===== src/rtl/gcn_pkg.sv =====
// Shared definitions for the GCN aggregation/argmax stage: FSM state
// encoding, default parameter constants and the saturating adder.
package gcn_pkg;

  typedef enum logic [2:0] {
    ST_IDLE      = 3'd0,
    ST_SELF      = 3'd1,
    ST_EDGE_WAIT = 3'd2,
    ST_EDGE_FWD  = 3'd3,
    ST_EDGE_BWD  = 3'd4,
    ST_ARGMAX    = 3'd5,
    ST_DONE      = 3'd6
  } state_t;

  localparam int DEF_NUM_NODES      = 6;
  localparam int DEF_NUM_CLASSES    = 3;
  localparam int DEF_MAX_EDGES      = 16;
  localparam int DEF_DOT_PROD_WIDTH = 16;
  localparam int DEF_ACC_WIDTH      = 20;
  localparam int DEF_SELF_LOOP      = 1;

  // Working width of the saturating adder; callers sign-extend into it
  // and truncate the result back to their accumulator width.
  localparam int SAT_W = 64;

  // Signed add that clamps to the range of an acc_width-bit signed value.
  function automatic logic signed [SAT_W-1:0] sat_add(
    input logic signed [SAT_W-1:0] a,
    input logic signed [SAT_W-1:0] b,
    input int                      acc_width
  );
    logic signed [SAT_W:0] one_s;
    logic signed [SAT_W:0] sum_s;
    logic signed [SAT_W:0] max_s;
    logic signed [SAT_W:0] min_s;
    one_s = {{SAT_W{1'b0}}, 1'b1};
    sum_s = {a[SAT_W-1], a} + {b[SAT_W-1], b};
    max_s = (one_s <<< (acc_width - 32'sd1)) - one_s;
    // Two's complement: -max-1 is the bitwise inverse of max.
    min_s = ~max_s;
    if (sum_s > max_s) begin
      sat_add = max_s[SAT_W-1:0];
    end else if (sum_s < min_s) begin
      sat_add = min_s[SAT_W-1:0];
    end else begin
      sat_add = sum_s[SAT_W-1:0];
    end
  endfunction

endpackage


===== src/rtl/gcn_row_argmax.sv =====
// Combinational argmax over one accumulator row; ties go to the lowest
// class index because only a strictly greater value replaces the best.
module gcn_row_argmax
  import gcn_pkg::*;
#(
  parameter int NUM_CLASSES = DEF_NUM_CLASSES,
  parameter int ACC_WIDTH   = DEF_ACC_WIDTH,
  parameter int CLASS_BW    = $clog2(NUM_CLASSES)
) (
  input  logic [NUM_CLASSES*ACC_WIDTH-1:0] vals,
  output logic [CLASS_BW-1:0]              max_idx
);

  logic signed [ACC_WIDTH-1:0] best_s;
  logic signed [ACC_WIDTH-1:0] cand_s;
  logic [CLASS_BW-1:0]         idx_s;

  // Linear scan keeping the first maximum seen.
  always_comb begin
    best_s = $signed(vals[ACC_WIDTH-1:0]);
    cand_s = best_s;
    idx_s  = '0;
    for (int c = 1; c < NUM_CLASSES; c++) begin
      cand_s = $signed(vals[c*ACC_WIDTH +: ACC_WIDTH]);
      if (cand_s > best_s) begin
        best_s = cand_s;
        idx_s  = CLASS_BW'(c);
      end else begin
        best_s = best_s;
        idx_s  = idx_s;
      end
    end
  end

  assign max_idx = idx_s;

endmodule


===== src/rtl/gcn_aggregate_argmax.sv =====
// GCN aggregation + classification: accumulates transformed node rows over
// a stream of COO edges (both directions, optional self-loops) with
// saturating arithmetic, then emits one argmax class index per node.
module gcn_aggregate_argmax
  import gcn_pkg::*;
#(
  parameter int NUM_NODES      = DEF_NUM_NODES,
  parameter int NUM_CLASSES    = DEF_NUM_CLASSES,
  parameter int MAX_EDGES      = DEF_MAX_EDGES,
  parameter int DOT_PROD_WIDTH = DEF_DOT_PROD_WIDTH,
  parameter int ACC_WIDTH      = DEF_ACC_WIDTH,
  parameter int SELF_LOOP      = DEF_SELF_LOOP,
  parameter int NODE_BW        = $clog2(NUM_NODES),
  parameter int CLASS_BW       = $clog2(NUM_CLASSES),
  parameter int EDGE_BW        = $clog2(MAX_EDGES + 1)
) (
  input  logic                                  clk,
  input  logic                                  reset,
  input  logic                                  start,
  input  logic [EDGE_BW-1:0]                    num_edges,
  input  logic                                  edge_valid,
  output logic                                  edge_ready,
  input  logic [NODE_BW-1:0]                    edge_src,
  input  logic [NODE_BW-1:0]                    edge_dst,
  output logic [NODE_BW-1:0]                    row_addr,
  input  logic [DOT_PROD_WIDTH*NUM_CLASSES-1:0] row_data,
  output logic                                  busy,
  output logic                                  done,
  output logic                                  err,
  output logic [CLASS_BW*NUM_NODES-1:0]         class_out
);

  localparam logic [NODE_BW:0]   NODES_EXT = NUM_NODES[NODE_BW:0];
  localparam logic [NODE_BW-1:0] LAST_NODE = NODE_BW'(NUM_NODES - 32'sd1);
  localparam logic [NODE_BW-1:0] NODE_ONE  = {{(NODE_BW-1){1'b0}}, 1'b1};
  localparam logic [EDGE_BW-1:0] EDGE_MAX  = EDGE_BW'(MAX_EDGES);
  localparam logic [EDGE_BW-1:0] EDGE_ONE  = {{(EDGE_BW-1){1'b0}}, 1'b1};

  state_t state_r;
  state_t next_state_s;

  logic [NODE_BW-1:0] node_cnt_r;
  logic [NODE_BW-1:0] src_r;
  logic [NODE_BW-1:0] dst_r;
  logic [EDGE_BW-1:0] num_edges_r;
  logic [EDGE_BW-1:0] edge_cnt_r;
  logic [EDGE_BW-1:0] num_edges_clamp_s;

  logic signed [ACC_WIDTH-1:0] acc_r [NUM_NODES][NUM_CLASSES];
  logic signed [ACC_WIDTH-1:0] sum_s [NUM_CLASSES];

  logic                 hs_s;
  logic                 oob_s;
  logic                 last_node_s;
  logic                 wait_last_s;
  logic                 proc_last_s;
  logic [NODE_BW-1:0]   row_addr_s;
  logic [NODE_BW-1:0]   add_node_s;
  logic                 add_en_s;
  logic                 busy_nxt_s;
  logic                 done_nxt_s;
  logic                 ready_nxt_s;

  logic                 busy_r;
  logic                 done_r;
  logic                 err_r;
  logic                 edge_ready_r;
  logic [CLASS_BW*NUM_NODES-1:0] class_out_r;

  logic [NUM_CLASSES*ACC_WIDTH-1:0] argmax_vals_s;
  logic [CLASS_BW-1:0]              argmax_idx_s;

  // Shared condition decode for the FSM and datapath.
  always_comb begin
    num_edges_clamp_s = (num_edges > EDGE_MAX) ? EDGE_MAX : num_edges;
    hs_s        = edge_valid & edge_ready_r;
    oob_s       = ({1'b0, edge_src} >= NODES_EXT) || ({1'b0, edge_dst} >= NODES_EXT);
    last_node_s = (node_cnt_r == LAST_NODE);
    // The edge being accepted right now is the last one of the run.
    wait_last_s = ((edge_cnt_r + EDGE_ONE) == num_edges_r);
    // The edge currently in FWD/BWD is the last one of the run.
    proc_last_s = (edge_cnt_r == num_edges_r);
  end

  // FSM state register.
  always_ff @(posedge clk or negedge reset) begin
    if (!reset) begin
      state_r <= ST_IDLE;
    end else begin
      state_r <= next_state_s;
    end
  end

  // FSM next-state logic.
  always_comb begin
    next_state_s = state_r;
    case (state_r)
      ST_IDLE: begin
        if (!start) begin
          next_state_s = ST_IDLE;
        end else if (SELF_LOOP != 32'sd0) begin
          next_state_s = ST_SELF;
        end else if (num_edges_clamp_s == '0) begin
          next_state_s = ST_ARGMAX;
        end else begin
          next_state_s = ST_EDGE_WAIT;
        end
      end
      ST_SELF: begin
        if (!last_node_s) begin
          next_state_s = ST_SELF;
        end else if (num_edges_r == '0) begin
          next_state_s = ST_ARGMAX;
        end else begin
          next_state_s = ST_EDGE_WAIT;
        end
      end
      ST_EDGE_WAIT: begin
        if (!hs_s) begin
          next_state_s = ST_EDGE_WAIT;
        end else if (!oob_s) begin
          next_state_s = ST_EDGE_FWD;
        end else begin
          next_state_s = wait_last_s ? ST_ARGMAX : ST_EDGE_WAIT;
        end
      end
      ST_EDGE_FWD: begin
        if (src_r == dst_r) begin
          next_state_s = proc_last_s ? ST_ARGMAX : ST_EDGE_WAIT;
        end else begin
          next_state_s = ST_EDGE_BWD;
        end
      end
      ST_EDGE_BWD:  next_state_s = proc_last_s ? ST_ARGMAX : ST_EDGE_WAIT;
      ST_ARGMAX:    next_state_s = last_node_s ? ST_DONE : ST_ARGMAX;
      ST_DONE:      next_state_s = ST_IDLE;
      default:      next_state_s = ST_IDLE;
    endcase
  end

  // FSM output decode: row read address, accumulate target, next flag values.
  always_comb begin
    row_addr_s = '0;
    add_node_s = '0;
    add_en_s   = 1'b0;
    case (state_r)
      ST_SELF: begin
        row_addr_s = node_cnt_r;
        add_node_s = node_cnt_r;
        add_en_s   = 1'b1;
      end
      ST_EDGE_FWD: begin
        row_addr_s = src_r;
        add_node_s = dst_r;
        add_en_s   = 1'b1;
      end
      ST_EDGE_BWD: begin
        row_addr_s = dst_r;
        add_node_s = src_r;
        add_en_s   = 1'b1;
      end
      default: begin
        row_addr_s = '0;
        add_node_s = '0;
        add_en_s   = 1'b0;
      end
    endcase
    busy_nxt_s  = (next_state_s != ST_IDLE) && (next_state_s != ST_DONE);
    done_nxt_s  = (next_state_s == ST_DONE);
    ready_nxt_s = (next_state_s == ST_EDGE_WAIT);
  end

  // Saturating sum of the target accumulator row and the sign-extended input row.
  always_comb begin
    for (int c = 0; c < NUM_CLASSES; c++) begin
      sum_s[c] = ACC_WIDTH'(sat_add(
                   SAT_W'(acc_r[add_node_s][c]),
                   SAT_W'($signed(row_data[c*DOT_PROD_WIDTH +: DOT_PROD_WIDTH])),
                   ACC_WIDTH));
    end
  end

  // Accumulator array: cleared on reset and on an accepted start.
  always_ff @(posedge clk or negedge reset) begin
    if (!reset) begin
      for (int n = 0; n < NUM_NODES; n++) begin
        for (int c = 0; c < NUM_CLASSES; c++) begin
          acc_r[n][c] <= '0;
        end
      end
    end else if ((state_r == ST_IDLE) && start) begin
      for (int n = 0; n < NUM_NODES; n++) begin
        for (int c = 0; c < NUM_CLASSES; c++) begin
          acc_r[n][c] <= '0;
        end
      end
    end else if (add_en_s) begin
      for (int c = 0; c < NUM_CLASSES; c++) begin
        acc_r[add_node_s][c] <= sum_s[c];
      end
    end
  end

  // Present the row of the node currently being classified to the argmax.
  always_comb begin
    for (int c = 0; c < NUM_CLASSES; c++) begin
      argmax_vals_s[c*ACC_WIDTH +: ACC_WIDTH] = acc_r[node_cnt_r][c];
    end
  end

  gcn_row_argmax #(
    .NUM_CLASSES (NUM_CLASSES),
    .ACC_WIDTH   (ACC_WIDTH),
    .CLASS_BW    (CLASS_BW)
  ) u_row_argmax (
    .vals    (argmax_vals_s),
    .max_idx (argmax_idx_s)
  );

  // Run bookkeeping: counters, latched edge, error flag and class results.
  always_ff @(posedge clk or negedge reset) begin
    if (!reset) begin
      node_cnt_r  <= '0;
      src_r       <= '0;
      dst_r       <= '0;
      num_edges_r <= '0;
      edge_cnt_r  <= '0;
      err_r       <= 1'b0;
      class_out_r <= '0;
    end else begin
      case (state_r)
        ST_IDLE: begin
          if (start) begin
            num_edges_r <= num_edges_clamp_s;
            edge_cnt_r  <= '0;
            node_cnt_r  <= '0;
            err_r       <= 1'b0;
          end
        end
        ST_SELF: begin
          node_cnt_r <= last_node_s ? '0 : (node_cnt_r + NODE_ONE);
        end
        ST_EDGE_WAIT: begin
          if (hs_s) begin
            src_r      <= edge_src;
            dst_r      <= edge_dst;
            edge_cnt_r <= edge_cnt_r + EDGE_ONE;
            if (oob_s) begin
              err_r <= 1'b1;
            end
          end
        end
        ST_ARGMAX: begin
          class_out_r[node_cnt_r*CLASS_BW +: CLASS_BW] <= argmax_idx_s;
          node_cnt_r <= last_node_s ? '0 : (node_cnt_r + NODE_ONE);
        end
        default: begin
          node_cnt_r <= node_cnt_r;
        end
      endcase
    end
  end

  // Registered handshake/status outputs, decoded from the next state.
  always_ff @(posedge clk or negedge reset) begin
    if (!reset) begin
      busy_r       <= 1'b0;
      done_r       <= 1'b0;
      edge_ready_r <= 1'b0;
    end else begin
      busy_r       <= busy_nxt_s;
      done_r       <= done_nxt_s;
      edge_ready_r <= ready_nxt_s;
    end
  end

  assign edge_ready = edge_ready_r;
  assign row_addr   = row_addr_s;
  assign busy       = busy_r;
  assign done       = done_r;
  assign err        = err_r;
  assign class_out  = class_out_r;

endmodule


===== config.mk =====
export PLATFORM = sky130hd
export DESIGN_NAME = gcn_aggregate_argmax
export DESIGN_NICKNAME = d
export VERILOG_FILES = /design/src/rtl/gcn_pkg.sv /design/src/rtl/gcn_row_argmax.sv /design/src/rtl/gcn_aggregate_argmax.sv
export SDC_FILE = /design/constraint.sdc
export NUM_CORES = 1
export LEC_CHECK = 0
export ABC_AREA = 1
export BUFFER_PORTS_ARGS = -buffer_cell sky130_fd_sc_hd__buf_2
export CORE_MARGIN = 2
export CORE_UTILIZATION = 35
export DETAILED_ROUTE_END_ITERATION = 10
export GPL_TIMING_DRIVEN = 1
export PLACE_DENSITY = 0.49
export SETUP_SLACK_MARGIN = 0.4
export SLEW_MARGIN = 20
export SYNTH_ARGS = -nofsm -noshare
export SYNTH_HDL_FRONTEND = slang
export SYNTH_SLANG_ARGS = --single-unit

===== constraint.sdc =====
create_clock -name clk -period 4.3 [get_ports clk]
set_input_delay 0.645 -clock clk [delete_from_list [all_inputs] [get_ports clk]]
set_output_delay 0.645 -clock clk [all_outputs]
set_load 0.1 [all_outputs]

-- After elaboration in Yosys (flattened, before gate mapping)
Cells that the tools add are included.
- word-level logic and storage cells: 137
- input port bits: 63
- output and inout port bits: 19
- bits in registers: 398
- add/subtract/negate cells: 6
- multiplexer cells: 51
- eq/ne operators: 15
- shift operators: 2
- reductions and logical operators: 17
- bitwise logic cells: 3
- $lt $le $gt $ge: 14
- operators with widths (operator ; number):
    $bwmux W360 ; 3
    $mux W360 ; 2
    $demux W60 S3 ; 3
    $bmux W60 S3 ; 2
    $mux W60 ; 5
    $mux W20 ; 8
    $add A20 B16 Y21 ; 3
    $gt A21 B20 Y1 const B ; 3
    $lt A21 B20 Y1 const B ; 3
    $gt A20 B20 Y1 ; 2
    $mux W40 ; 1
    $neg A4 Y34 ; 1
    $shift A2 B34 Y12 const A ; 1
    $shiftx A2 B34 Y12 ; 1
    $mux W3 ; 9
    $pmux W3 S3 ; 2
    $pmux W3 S6 ; 1
    $mux W5 ; 3
    $bwmux W12 ; 1
    $eq A3 B3 Y1 const B ; 4
    $eq A5 B5 Y1 ; 2
    $pmux W5 S2 ; 1
    $eq A3 B2 Y1 const B ; 3
    $ge A4 B4 Y1 const B ; 2
    26 further kinds ; 42

-- Logic depth before layout (Yosys ltp)
- depth after elaboration: 15
- mapped depth: 36
- depth with buffers taken out: 34

-- Hierarchy
Synthesis repeated with hierarchy kept, for this count alone.
- cell total of the unflattened synthesis: 3964
- area total of the unflattened synthesis: 26611.8 µm²
- modules (own cells, without submodules) (module ; instances ; cells an instance ; area each (µm²)):
    gcn_aggregate_argmax ; 1 ; 3697 ; 25126.6
    gcn_row_argmax ; 1 ; 267 ; 1485.2

-- Worst setup path after synthesis
Ideal clock, no wire load.
- path kind: register -> register
- from: reg node_cnt_r[0]
- to: reg class_out_r[10] (netlist: class_out[10])
- required time: 4.222 ns
- clock period less this slack: 4.583 ns
- cell stages (with the launch flop): 32
- data arrival time: 4.505 ns
- path slack: -0.283 ns
- cell sequence: dfrtp_1 > clkbuf_1 > inv_2 > clkbuf_1 > clkbuf_1 > nand2_1 > o211ai_1 > o221ai_1 > ha_1 > nand2_1 > nor2_1 > nand2_1 > nor2_1 > nand3_1 > nand4_1 > nand2_1 > nor2_1 > inv_1 > clkbuf_1 > nand2_1 > o21ai_0 > ha_1 > nand2_1 > nor2_1 > nand2_1 > nor2_1 > nand2_1 > nand3_1 > nand2_1 > nand3_1 > nand4_1 > a21oi_1
- cells in the longest elaborated chain, start to end: 10
- elaborated cells on any way between the ends: 13
- ends and longest elaborated chain (element ; RTL line ; RTL):
    start: declaration ; gcn_aggregate_argmax.sv:42 ; logic [NODE_BW-1:0] node_cnt_r;
    start signal: assignment ; gcn_aggregate_argmax.sv:241 ; node_cnt_r <= last_node_s ? '0 : (node_cnt_r + NODE_ONE);
    start signal: assignment ; gcn_aggregate_argmax.sv:255 ; node_cnt_r <= last_node_s ? '0 : (node_cnt_r + NODE_ONE);
    start signal: assignment ; gcn_aggregate_argmax.sv:258 ; node_cnt_r <= node_cnt_r;
    $not A3 Y4 (not written as such) ; gcn_aggregate_argmax.sv:207 ; argmax_vals_s[c*ACC_WIDTH +: ACC_WIDTH] = acc_r[node_cnt_r][c];
    $bmux W60 S3 ; gcn_aggregate_argmax.sv:207 ;
    $mux W60 (not written as such) (2 in series) ; gcn_aggregate_argmax.sv:207 ;
    $gt A20 B20 Y1 ; gcn_row_argmax.sv:25 ; if (cand_s > best_s) begin
    $mux W20 ; gcn_row_argmax.sv:25 ;
    $gt A20 B20 Y1 ; gcn_row_argmax.sv:25 ;
    $mux W2 ; gcn_row_argmax.sv:25 ;
    $shiftx A2 B34 Y12 ; gcn_aggregate_argmax.sv:254 ; class_out_r[node_cnt_r*CLASS_BW +: CLASS_BW] <= argmax_idx_s;
    $bwmux W12 (*) ; gcn_aggregate_argmax.sv:254 ;
    end signal: indexed assignment ; gcn_aggregate_argmax.sv:254 ;
    end: declaration ; gcn_aggregate_argmax.sv:68 ; logic [CLASS_BW*NUM_NODES-1:0] class_out_r;
Every way passes the cells marked *; elsewhere a longest branch is shown, timed or not. The select of a mux whose other input is x is not followed.
A chain may end at the register's enable or synchronous reset.

-- Final worst setup path
- from: reg node_cnt_r[0]
- to: reg class_out_r[11] (netlist: class_out[11])
The elaborated chain is that of the path after synthesis.

==> impl_metrics.py <==
metrics = {
    "place": {
        "hpwl_um": 72200,
        "place_congestion": 0.888,
        "placed_cell_area_mm2": 0.0311,
        "dp_cells": 5141,
        "io_buffers": 81,
        "dp_slack_ps": -678,
    },
    "routing": {
        "post_drt_wl_per_cell_um": 20.5,
        "postRouteAntennaNets": 0,
        "dr.pass1.iters": 6,
        "route.detailed.drc": 0,
        "vias_per_cell": 5.27,
        "drt-total-wl_um": 109000,
        "vias": 28099,
        "dr.first_iter.drc_count": 2404,
    },
    "synth": {
        "synth-edff-count": 0,
        "synth_cell_types": 53,
        "synth_top_area_cell": "dfrtp_1",
        "yosysMostFrequentCell": "nand2_1",
        "syn-num-nets": 3982,
        "synth_async_sr_flop_share_pct": 100,
        "yosysSeqAreaShare_pct": 38.4,
        "netlist_top_cells_count": "1621 x nand2_1, 398 x dfrtp_1, 305 x o21ai_0, 262 x nor2_1, 240 x inv_1",
        "synth_top_cells_by_area": "dfrtp_1 38%, nand2_1 23%, o21ai_0 5.9%",
        "yosys_warnings": 0,
        "ys.flop_type": "dfrtp_1",
        "syn_avg_cell_area_um2": 6.81,
        "synth-seq-cells": 398,
        "yosysTopAreaCellShare_pct": 38.4,
        "synth_cells": 3809,
        "syn-cell-area_mm2": 0.0259,
    },
    "cells_and_area": {
        "layout-drive-gt1-share_pct": 26.8,
        "multi_input_area_mm2": 0.0163,
        "nets": 4507,
        "ff_latch_area_mm2": 0.00997,
        "design_area_mm2": 0.0362,
        "antenna_cells": 0,
        "final_cells": 5327,
        "final_core_util_pct": 49.5,
        "n_fill_cell": 7240,
        "syn2layout_area_growth_pct": 39.7,
    },
    "outcome": {
        "violations": "negative setup slack",
        "status": "finished, violations left",
    },
    "timing": {
        "setup_violations": 12,
        "finalCritPeriodShare_pct": 106,
        "worst_slack_ps": -259,
        "fmax_mhz": 219,
        "skew_ps": 28.5,
        "rsz0062_at_grt": "yes",
        "slew_viol_final": 0,
        "period_needed_ps": 4560,
        "relSlewSlack_pct": 32.9,
        "hold_viol_final": 0,
        "worst-slew-pin-transition_ps": 1010,
    },
    "clock_network": {
        "clock_latency_ps": 600,
        "cts_max_level": 2,
        "clock-root-buffer": "clkbuf_16",
        "cts.sinks": 398,
        "cts.clk_slew.worst_paths_ps": 60,
        "hold_buffers": 0,
        "cts_tree": "done",
        "cts_buffer_depth": 3,
        "cts_buffers": 47,
    },
    "floorplanning": {
        "io_pins": 82,
        "die_w_um": 276,
        "start_util_pct": 35.4,
        "num_rows": 99,
        "die_y_um": 276,
        "fp.coreArea_mm2": 0.0732,
        "dieArea_mm2": 0.0763,
    },
    "setup_path": {
        "cpPeakStageDelay_ps": 460,
        "cpMaxStageDelayCell": "dfrtp_4",
        "setup.worst_path.end_class": "register",
        "arrival_ps": 5080,
        "cp.required_ps": 4820,
        "critPathKind": "reg -> reg",
        "critPathLaunchType": "register",
        "path_common_cell": "nand2_2",
        "crit_fanout": 6,
    },
    "grt": {
        "grt_overflow": 0,
        "grt_pass1_vias": 27773,
        "grt_max_degree": 116,
        "antenna_found_initial": 2,
        "grt_pass1_wl_um": 168000,
        "grt_usage_pct": 28.2,
    },
    "min_path": {
        "min_path_type": "in -> async",
    },
    "flow_run": {
        "maxCapViolations": 0,
    },
}
## worst paths after layout
path,startpoint,endpoint,slack (ps),depth (start not counted)
worst max register to register,node_cnt_r[0]$_DFFE_PN0P_,class_out[11]$_DFFE_PN0P_,-260,34
worst max-delay path,node_cnt_r[0]$_DFFE_PN0P_,class_out[11]$_DFFE_PN0P_,-260,34
worst min register to register,acc_r[215]$_DFFE_PN0P_,acc_r[215]$_DFFE_PN0P_,480,2
min in group clk,edge_dst[0],dst_r[0]$_DFFE_PN0P_,250,3
max in group asynchronous,reset,acc_r[115]$_DFFE_PN0P_,3200,2
worst min-delay path,reset,acc_r[36]$_DFFE_PN0P_,3,1
## kinds of logic after synthesis
family | share of synthesized area (%)
compound gates | 16.6
xor+xnor | 1.69
fa+ha+maj | 5.39
buf+inv | 6.84
flops | 38.4
mux | 0.0434
simple gates | 31.1
## worst max-delay path, delay by kind of cell, from the launching register on
kind	cells	cell delay (ps)
DFF	1	460
buffers and inverters	9	1120
and+or+nand+nor	16	1530
xor gates and xnor gates	1	210
adders and majority gates	2	580
AOI/OAI and AO/OA	6	540
## cell type report
class	count	area share, %
clock buffers	68	3.94
flip-flops and latches	398	27.5
repair buffers	667	16.8
inverters	252	2.75
repair inverters	6	0.152
clock inverters	15	0.497
multi-input cells	2962	45.0
well taps	959	3.31
## repair_timing
item | in CTS | in global routing
setup buffers | 74 | 11
pin swaps | 126 | 66
gates resized for setup | 465 | 129
endpoints found under the setup margin | 372 | 372
endpoints found under the hold margin | 0 | 0
cloned | 16 | 2
## layer usage
layer	global-route usage [%]	wire, um
met4	9.28	3520
met2	45.4	49200
met5	0	13
met1	38.5	48400
met3	4.88	7870
## cells in the final DEF, fill, tap and decap left out, drive strengths merged, types with 4 or more instances in the layout
| master | Yosys | layout |
|---|---|---|
| o221ai | 6 | 6 |
| a21oi | 170 | 170 |
| buf | 72 | 663 |
| bufinv | 0 | 4 |
| o22ai | 124 | 124 |
| o221a | 5 | 5 |
| nor3 | 29 | 29 |
| xnor2 | 14 | 14 |
| nand2 | 1626 | 1626 |
| nor2 | 264 | 264 |
| clkinv | 1 | 10 |
| xor2 | 36 | 36 |
| o21ai | 309 | 309 |
| a32o | 11 | 11 |
| ha | 107 | 107 |
| a21o | 6 | 6 |
| dfrtp | 398 | 398 |
| a21boi | 4 | 4 |
| inv | 251 | 257 |
| nand4 | 32 | 32 |
| nand3 | 95 | 95 |
| a211oi | 60 | 60 |
| clkbuf | 125 | 70 |
| a22oi | 10 | 10 |
| o21bai | 9 | 9 |
| a2bb2oi | 10 | 10 |
| o211ai | 10 | 10 |
## metrics by stage
| step | hold slack, ps | TNS [ps] |
|---|---|---|
| 2_1_floorplan | 349 | 0 |
| 3_3_place_gp | 462 | -80880 |
| 3_5_place_dp | 466 | -72670 |
| 4_1_cts | 10.7 | -1000 |
| 5_1_grt | 25.2 | -19240 |
| 6_report | 3.14 | -2160 |
## state kept, by name, summed over array words and instances, names as in the netlist
name         cells
acc_r          360
class_out       12
edge_cnt_r       5
num_edges_r      5
dst_r            3
node_cnt_r       3
src_r            3
state_r          3
busy             1
done             1
edge_ready       1
err              1
Power is not shown: default switching activity piles up to over one toggle a cycle in this logic, so the estimate is an artifact.
